--- src/rtl/dbg_pkg.sv ---
// Shared debug-controller definitions: word width, UTAP select codes
// and the serializer state encoding.
package dbg_pkg;

    localparam int DBG_WORD_W = 16;

    // UTAP tap-select codes understood by the debug controller.
    localparam logic [15:0] UTAP_NONE  = 16'h0000;
    localparam logic [15:0] UTAP_PC    = 16'h0001;
    localparam logic [15:0] UTAP_INSTR = 16'h0002;
    localparam logic [15:0] UTAP_ADDR  = 16'h0003;

    typedef enum logic [2:0] {
        IDLE   = 3'd0,
        START  = 3'd1,
        DATA   = 3'd2,
        PARITY = 3'd3,
        STOP   = 3'd4
    } dbg_tx_state_t;

endpackage

--- src/rtl/dbg_bit_timer.sv ---
// Reloadable bit-period down-counter; tick marks the last clock of a bit.
// Shared between the debug transmit and (future) receive paths.
module dbg_bit_timer #(
    parameter int CLKS_PER_BIT = 4,
    parameter int CNT_W        = 8
) (
    input  logic clk,
    input  logic rst_n,
    input  logic load,
    input  logic run,
    output logic tick
);

    localparam logic [CNT_W-1:0] RELOAD = CNT_W'(CLKS_PER_BIT - 1);

    logic [CNT_W-1:0] cnt_q;

    // Count down while running; reload on load or after the final clock.
    always_ff @(posedge clk or negedge rst_n) begin
        if (!rst_n) begin
            cnt_q <= '0;
        end else if (load) begin
            cnt_q <= RELOAD;
        end else if (run) begin
            if (cnt_q == '0) begin
                cnt_q <= RELOAD;
            end else begin
                cnt_q <= cnt_q - 1'b1;
            end
        end
    end

    // Tick depends only on the registered count and the caller's run flag.
    always_comb begin
        tick = run && (cnt_q == '0);
    end

endmodule

--- src/rtl/dbg_tx_ser.sv ---
// Debug word serializer: start bit, data MSB-first, stop bit on dbg_tx.
// Define DBG_TX_PARITY_EN to insert an even-parity bit before the stop bit.
module dbg_tx_ser
    import dbg_pkg::*;
#(
    parameter int DATA_W       = DBG_WORD_W,
    parameter int CLKS_PER_BIT = 4,
    parameter int CNT_W        = 8
) (
    input  logic              clk,
    input  logic              rst_n,
    input  logic [DATA_W-1:0] tx_data,
    input  logic              tx_valid,
    output logic              tx_ready,
    output logic              dbg_tx,
    output logic              busy,
    output logic              done
);

    dbg_tx_state_t     state_q;
    dbg_tx_state_t     state_d;
    logic [DATA_W-1:0] shift_q;
    logic [CNT_W-1:0]  idx_q;
    logic              done_q;
    logic              accept;
    logic              run;
    logic              tick;
`ifdef DBG_TX_PARITY_EN
    logic              par_q;
`endif

    // Handshake and timer enables decoded from registered state.
    always_comb begin
        accept = tx_valid && (state_q == IDLE);
        run    = (state_q != IDLE);
    end

    dbg_bit_timer #(
        .CLKS_PER_BIT(CLKS_PER_BIT),
        .CNT_W       (CNT_W)
    ) u_timer (
        .clk  (clk),
        .rst_n(rst_n),
        .load (accept),
        .run  (run),
        .tick (tick)
    );

    // State register; async reset aborts any frame in flight.
    always_ff @(posedge clk or negedge rst_n) begin
        if (!rst_n) begin
            state_q <= IDLE;
        end else begin
            state_q <= state_d;
        end
    end

    // Next-state: each non-idle state advances on the bit-timer tick.
    always_comb begin
        state_d = state_q;
        unique case (state_q)
            IDLE: begin
                if (accept) begin
                    state_d = START;
                end
            end
            START: begin
                if (tick) begin
                    state_d = DATA;
                end
            end
            DATA: begin
                if (tick && (idx_q == '0)) begin
`ifdef DBG_TX_PARITY_EN
                    state_d = PARITY;
`else
                    state_d = STOP;
`endif
                end
            end
            PARITY: begin
`ifdef DBG_TX_PARITY_EN
                if (tick) begin
                    state_d = STOP;
                end
`else
                state_d = IDLE;
`endif
            end
            STOP: begin
                if (tick) begin
                    state_d = IDLE;
                end
            end
            default: state_d = IDLE;
        endcase
    end

    // Payload shift register and bit index; word latched on acceptance.
    always_ff @(posedge clk or negedge rst_n) begin
        if (!rst_n) begin
            shift_q <= '0;
            idx_q   <= '0;
        end else if (accept) begin
            shift_q <= tx_data;
            idx_q   <= '0;
        end else if ((state_q == START) && tick) begin
            idx_q   <= CNT_W'(DATA_W - 1);
        end else if ((state_q == DATA) && tick) begin
            shift_q <= shift_q << 1;
            if (idx_q != '0) begin
                idx_q <= idx_q - 1'b1;
            end
        end
    end

`ifdef DBG_TX_PARITY_EN
    // Even parity of the word, captured once at acceptance.
    always_ff @(posedge clk or negedge rst_n) begin
        if (!rst_n) begin
            par_q <= 1'b0;
        end else if (accept) begin
            par_q <= ^tx_data;
        end
    end
`endif

    // Completion pulse lands on the first IDLE cycle after the stop bit.
    always_ff @(posedge clk or negedge rst_n) begin
        if (!rst_n) begin
            done_q <= 1'b0;
        end else begin
            done_q <= (state_q == STOP) && tick;
        end
    end

    // Outputs decoded from registered state only; line idles high.
    always_comb begin
        dbg_tx   = 1'b1;
        tx_ready = (state_q == IDLE);
        busy     = (state_q != IDLE);
        done     = done_q;
        unique case (state_q)
            IDLE:   dbg_tx = 1'b1;
            START:  dbg_tx = 1'b0;
            DATA:   dbg_tx = shift_q[DATA_W-1];
`ifdef DBG_TX_PARITY_EN
            PARITY: dbg_tx = par_q;
`else
            PARITY: dbg_tx = 1'b1;
`endif
            STOP:   dbg_tx = 1'b1;
            default: dbg_tx = 1'b1;
        endcase
    end

endmodule

--- config.mk ---
export PLATFORM = sky130hd
export DESIGN_NAME = dbg_tx_ser
export DESIGN_NICKNAME = d
export VERILOG_FILES = /design/src/rtl/dbg_pkg.sv /design/src/rtl/dbg_bit_timer.sv /design/src/rtl/dbg_tx_ser.sv
export SDC_FILE = /design/constraint.sdc
export NUM_CORES = 1
export LEC_CHECK = 0
export CORE_MARGIN = 8
export CORE_UTILIZATION = 50
export CTS_BUF_LIST = sky130_fd_sc_hd__clkbuf_8
export CTS_CLUSTER_DIAMETER = 120
export DETAILED_ROUTE_END_ITERATION = 12
export MAX_ROUTING_LAYER = met4
export PLACE_DENSITY = 0.73
export SETUP_SLACK_MARGIN = 0.15
export SKIP_CTS_REPAIR_TIMING = 1
export SYNTH_ARGS = -nofsm -noshare
export SYNTH_HDL_FRONTEND = slang
export SYNTH_SLANG_ARGS = --single-unit
--- constraint.sdc ---
create_clock -name clk -period 4.5 [get_ports clk]
set_input_delay 0.9 -clock clk [delete_from_list [all_inputs] [get_ports clk]]
set_output_delay 0.9 -clock clk [all_outputs]
set_load 0.01 [all_outputs]
After elaboration in Yosys (flattened, before gate mapping)
Index checks and enable logic that the tools add are counted.
{"block": "totals", "reg_bits": 36, "input_bits": 19, "output_inout_bits": 4, "wordCells": 49}
{"block": "op_classes", "n_addsub": 2, "n_eq_ne": 8, "n_mux": 16, "reduce_logical": 18}
{"op": "8-bit 2-to-1 mux", "count": 7}
{"op": "16-bit 2-to-1 mux", "count": 3}
{"op": "8-bit logical NOT", "count": 2}
{"op": "8-bit by 1-bit subtractor with 8-bit output, second input constant", "count": 2}
{"op": "3-bit 2-to-1 mux", "count": 4}
{"op": "3-bit one-hot mux with 4 select lines", "count": 1}
{"op": "3-bit nonzero test", "count": 3}
{"op": "2-bit != test, second input constant", "count": 4}
{"op": "8-bit nonzero test", "count": 1}
{"op": "1-bit logical AND", "count": 6}
{"op": "2-bit AND reduction", "count": 2}
{"op": "4-bit AND reduction", "count": 1}
{"op": "2-bit nonzero test", "count": 2}
{"op": "3-bit by 1-bit equality test with 1-bit output, second input constant", "count": 1}
{"op": "3-bit by 2-bit equality test with 1-bit output, second input constant", "count": 1}
{"op": "3-bit equality test, second input constant", "count": 1}
{"op": "3-bit logical NOT", "count": 1}
{"op": "2-bit by 1-bit != test with 1-bit output, second input constant", "count": 1}
{"op": "1-bit one-hot mux with 2 select lines", "count": 1}

Longest topological paths before layout
{"block": "depth", "ltp_word": 6, "depth_mapped": 8, "mapped_depth_nobuf": 7}

By module
A second synthesis with hierarchy kept.
{"block": "hier_totals", "hier_cells": 198, "hier_area_um2": 2023.2}
{"module": "dbg_tx_ser", "n_inst": 1, "cells_per_inst": 144, "area_per_inst_um2": 1545.2, "seq_area_each_um2": 700.7}
{"module": "dbg_bit_timer", "n_inst": 1, "cells_per_inst": 54, "area_per_inst_um2": 478.0, "seq_area_each_um2": 200.2}

Worst setup path after synthesis
Ideal clock, no wire load.
{"block": "synth_path", "path_kind": "register -> output", "from": "register state_q[0]", "to": "output busy", "arrival_ns": 1.141, "required_time_ns": 3.600, "path_slack_ns": 2.459, "stages_incl_launch_ff": 4, "path_buffers": 1, "path_cell_list": "dfrtp_1 > clkbuf_1 > nor3_2 > clkinv_1"}
{"block": "synth_between", "elab_chain_len": 1}
{"item": "start, declared", "line": "dbg_tx_ser.sv:20", "source": "dbg_tx_state_t state_q;"}
{"item": "start signal, assigned", "line": "dbg_tx_ser.sv:54", "source": "state_q <= state_d;"}
{"item": "3-bit nonzero test", "line": "dbg_tx_ser.sv:141", "source": "busy = (state_q != IDLE);"}
{"item": "end, declared", "line": "dbg_tx_ser.sv:16", "source": "output logic busy,"}
No other way between the ends.

Worst setup path after layout
{"block": "layout_path", "from": "register state_q[2]", "to": "output busy"}
The elaborated chain is that of the path after synthesis.

==> results.sh <==
export IMPL_status="finished clean"
export IMPL_io_buffers=22
export IMPL_worstSetupPathType="flop to output port"
export IMPL_setup_violations_final=0
export IMPL_die_x_um=78.1
export IMPL_ys_warn_count=0
export IMPL_worst_pin_slew_ps=669
export IMPL_synth_area_leader_cell="dfrtp_1"
export IMPL_avgSynthCellArea_um2=8.84
export IMPL_clock_latency_ps=290
export IMPL_final_hold_violation_count=0
export IMPL_crit_chain="nor3_2, clkinv_1, clkdlybuf4s50_1"
export IMPL_area_delta_synth_final_pct=18.8
export IMPL_cts_clk_slew_worst_paths_ps=70
export IMPL_dieArea_mm2=0.00610
export IMPL_drt_first_pass_iters=4
export IMPL_cts_buffers=5
export IMPL_fin_worst_skew_ps=4.29
export IMPL_ys_flop_type="dfrtp_1"
export IMPL_yosysTopAreaCellShare_pct=46.8
export IMPL_gp_congestion=0.837
export IMPL_grt_max_degree=37
export IMPL_crit_end="busy"
export IMPL_cts_max_level=2
export IMPL_die_h_um=78.1
export IMPL_preCtsSetupSlack_ps=2000
export IMPL_p_seq_share_pct=45.4
export IMPL_crit_fanout=19
export IMPL_grt_overflow_total=0
export IMPL_critPathRequiredTime_ps=3600
export IMPL_synthesis_area_mm2=0.00193
export IMPL_synth_common_cells="37 x nand2_1, 36 x dfrtp_1, 28 x nor2_1, 16 x a31oi_1"
export IMPL_slew_viol_final=0
export IMPL_core_area_mm2=0.00369
export IMPL_cts_sinks=36
export IMPL_cpMaxStageDelayCell="dfrtp_1"
export IMPL_power_internal_uw=822
export IMPL_synth_ff_latch_count=36
export IMPL_io_pins=23
export IMPL_critPathLaunchType="flop"
export IMPL_floorplan_initialDensity_pct=52.2
export IMPL_power_switching_uw=463
export IMPL_timing_rr_start="u_timer.cnt_q[0]$_DFFE_PN0N_"
export IMPL_async_flop_share_pct=100
export IMPL_syn_nets=241
export IMPL_powerDensity_mw_per_mm2=561
export IMPL_critical_path_max_stage_delay_ps=570
export IMPL_drive_gt1_share_pct=7.11
export IMPL_combPwrFrac_pct=32.9
export IMPL_layout_setup_ws_ps=1650
export IMPL_num_antenna_cells=0
export IMPL_rsz0062_at_grt="false"
export IMPL_clkPwrFrac_pct=21.7
export IMPL_critPathArrivalTime_ps=1950
export IMPL_relSlewSlack_pct=55.4
export IMPL_cts_root_buf="clkbuf_8"
export IMPL_ant_nets=0
export IMPL_yosysSeqAreaShare_pct=46.8
export IMPL_drtIter0Drc=92
export IMPL_synth_area_leaders="dfrtp_1 47%, nand2_1 7.2%, nor2_1 5.5%"
export IMPL_hpwl_um=2730
export IMPL_fin_nets=261
export IMPL_reg2reg_depth=7
export IMPL_leakagePower_uw=0.000908
export IMPL_peakVddDrop_uv=352
export IMPL_tns_ps=0
export IMPL_min_path_type="flop to flop"
export IMPL_synthCells=218
export IMPL_drc=0
export IMPL_antenna_found_initial=0
export IMPL_r2r_end="idx_q[7]$_DFFE_PN0P_"
export IMPL_grt_pass1_vias=1516
export IMPL_wirelength_um=3960
export IMPL_reg2reg_slack_ps=2280
export IMPL_rows=22
export IMPL_crit_path_start="state_q[2]$_DFFE_PN0P_"
export IMPL_vias_per_cell=5.69
export IMPL_avgRoutedWirePerCell_um=13.8
export IMPL_post_route_period_util_pct=63.3
export IMPL_vias=1633
export IMPL_grt_pass1_wl_um=6840
export IMPL_clockBufferDepth=2
export IMPL_synth_edff_count=0
export IMPL_grt_use_total_pct=14.1
export IMPL_worstSetupEndpointType="output port"
export IMPL_ys_types=42
export IMPL_max_freq_mhz=351
export IMPL_yosysMostFrequentCell="nand2_1"
export IMPL_cts_tree="yes"
export IMPL_period_minus_slack_ps=2850
export IMPL_drv_cap=0
export IMPL_swShare_pct=36.0
[kinds of logic (layout without fill, tap and decap cells)]
kind of cell	Yosys count	count (layout)	synth area share, %
AND/OR/NAND/NOR	105	105	27.2
AO/OA/AOI/OAI	48	48	16.4
flip-flops	36	36	46.8
buffers and inverters	18	39	3.70
XOR/XNOR	5	5	2.27
adder cells (fa/ha/maj)	4	4	2.60
multiplexers	2	2	1.10
[power groups by stage]
| stage | logic [µW] | registers, µW | clock network, µW |
|---|---|---|---|
| after floorplan | 335 | 554 | 0 |
| after global placement | 415 | 584 | 0 |
| after detailed placement | 426 | 588 | 0 |
| after CTS | 428 | 583 | 287 |
| after global routing | 485 | 609 | 297 |
| final | 423 | 584 | 279 |
[layer usage]
metal	up-vias	share of wire [%]	track usage, %
met1	791	48	17.3
met5	-	0	-
met4	0	2.2	7.59
met3	7	4.0	3.99
li1	810	-	-
met2	25	46	20.5
[worst min path at each step]
stage / from / end / slack (ps) / cells past startpoint
floorplan: u_timer.cnt_q[7]$_DFFE_PN0N_ / u_timer.cnt_q[7]$_DFFE_PN0N_ / 460 / 1
global placement: u_timer.cnt_q[7]$_DFFE_PN0N_ / u_timer.cnt_q[7]$_DFFE_PN0N_ / 480 / 1
CTS: u_timer.cnt_q[7]$_DFFE_PN0N_ / u_timer.cnt_q[7]$_DFFE_PN0N_ / 500 / 1
global route: u_timer.cnt_q[7]$_DFFE_PN0N_ / u_timer.cnt_q[7]$_DFFE_PN0N_ / 520 / 1
finish: u_timer.cnt_q[7]$_DFFE_PN0N_ / u_timer.cnt_q[7]$_DFFE_PN0N_ / 500 / 1
detailed placement: u_timer.cnt_q[7]$_DFFE_PN0N_ / u_timer.cnt_q[7]$_DFFE_PN0N_ / 490 / 1
[final cells by class]
type / instances / area (µm²)
inverters: 7 / 26.3
flip-flops and latches: 36 / 901
repair buffers: 24 / 235
clock buffers: 5 / 68.8
fillers: 324 / 1400
multi-input cells: 164 / 960
clock inverters: 3 / 38.8
well taps: 48 / 60.1
[per-stage QoR]
stage / total power, µW / area [µm²] / utilization [%] / cells / hold slack [ps]
6_report: 1290 / 2290 / 62.1 / 287 / 497
5_1_grt: 1390 / 2290 / 62.1 / 287 / 518
4_1_cts: 1300 / 2290 / 62.1 / 287 / 498
3_5_place_dp: 1010 / 2180 / 59.2 / 279 / 485
3_3_place_gp: 999 / 2180 / 59.2 / 279 / 482
2_1_floorplan: 889 / 1930 / - / 218 / 456
[flip-flops by register name (all words and copies together) (netlist names)]
signal         cells
done               1
idx_q              8
shift_q           16
state_q            3
u_timer.cnt_q      8
[layout by cell type, fill, tap and decap left out, types with 6 or more instances in the layout]
cell type / Yosys / final
inv_1: 6 / 7
o21ai_0: 8 / 8
a31oi_1: 16 / 16
nor3_1: 9 / 8
clkdlybuf4s50_1: 0 / 22
nand2_1: 37 / 37
dfrtp_1: 36 / 36
or4_1: 6 / 6
a21oi_1: 9 / 9
nand2b_1: 6 / 6
nor2_1: 28 / 28
[critical path, delay by kind of cell (launching register included)]
| kind | cells | cell delay, ps |
|---|---|---|
| and+or+nand+nor | 1 | 300 |
| buffers and inverters | 2 | 790 |
| DFF | 1 | 570 |
Note: power is estimated with default switching activity, not from simulation.
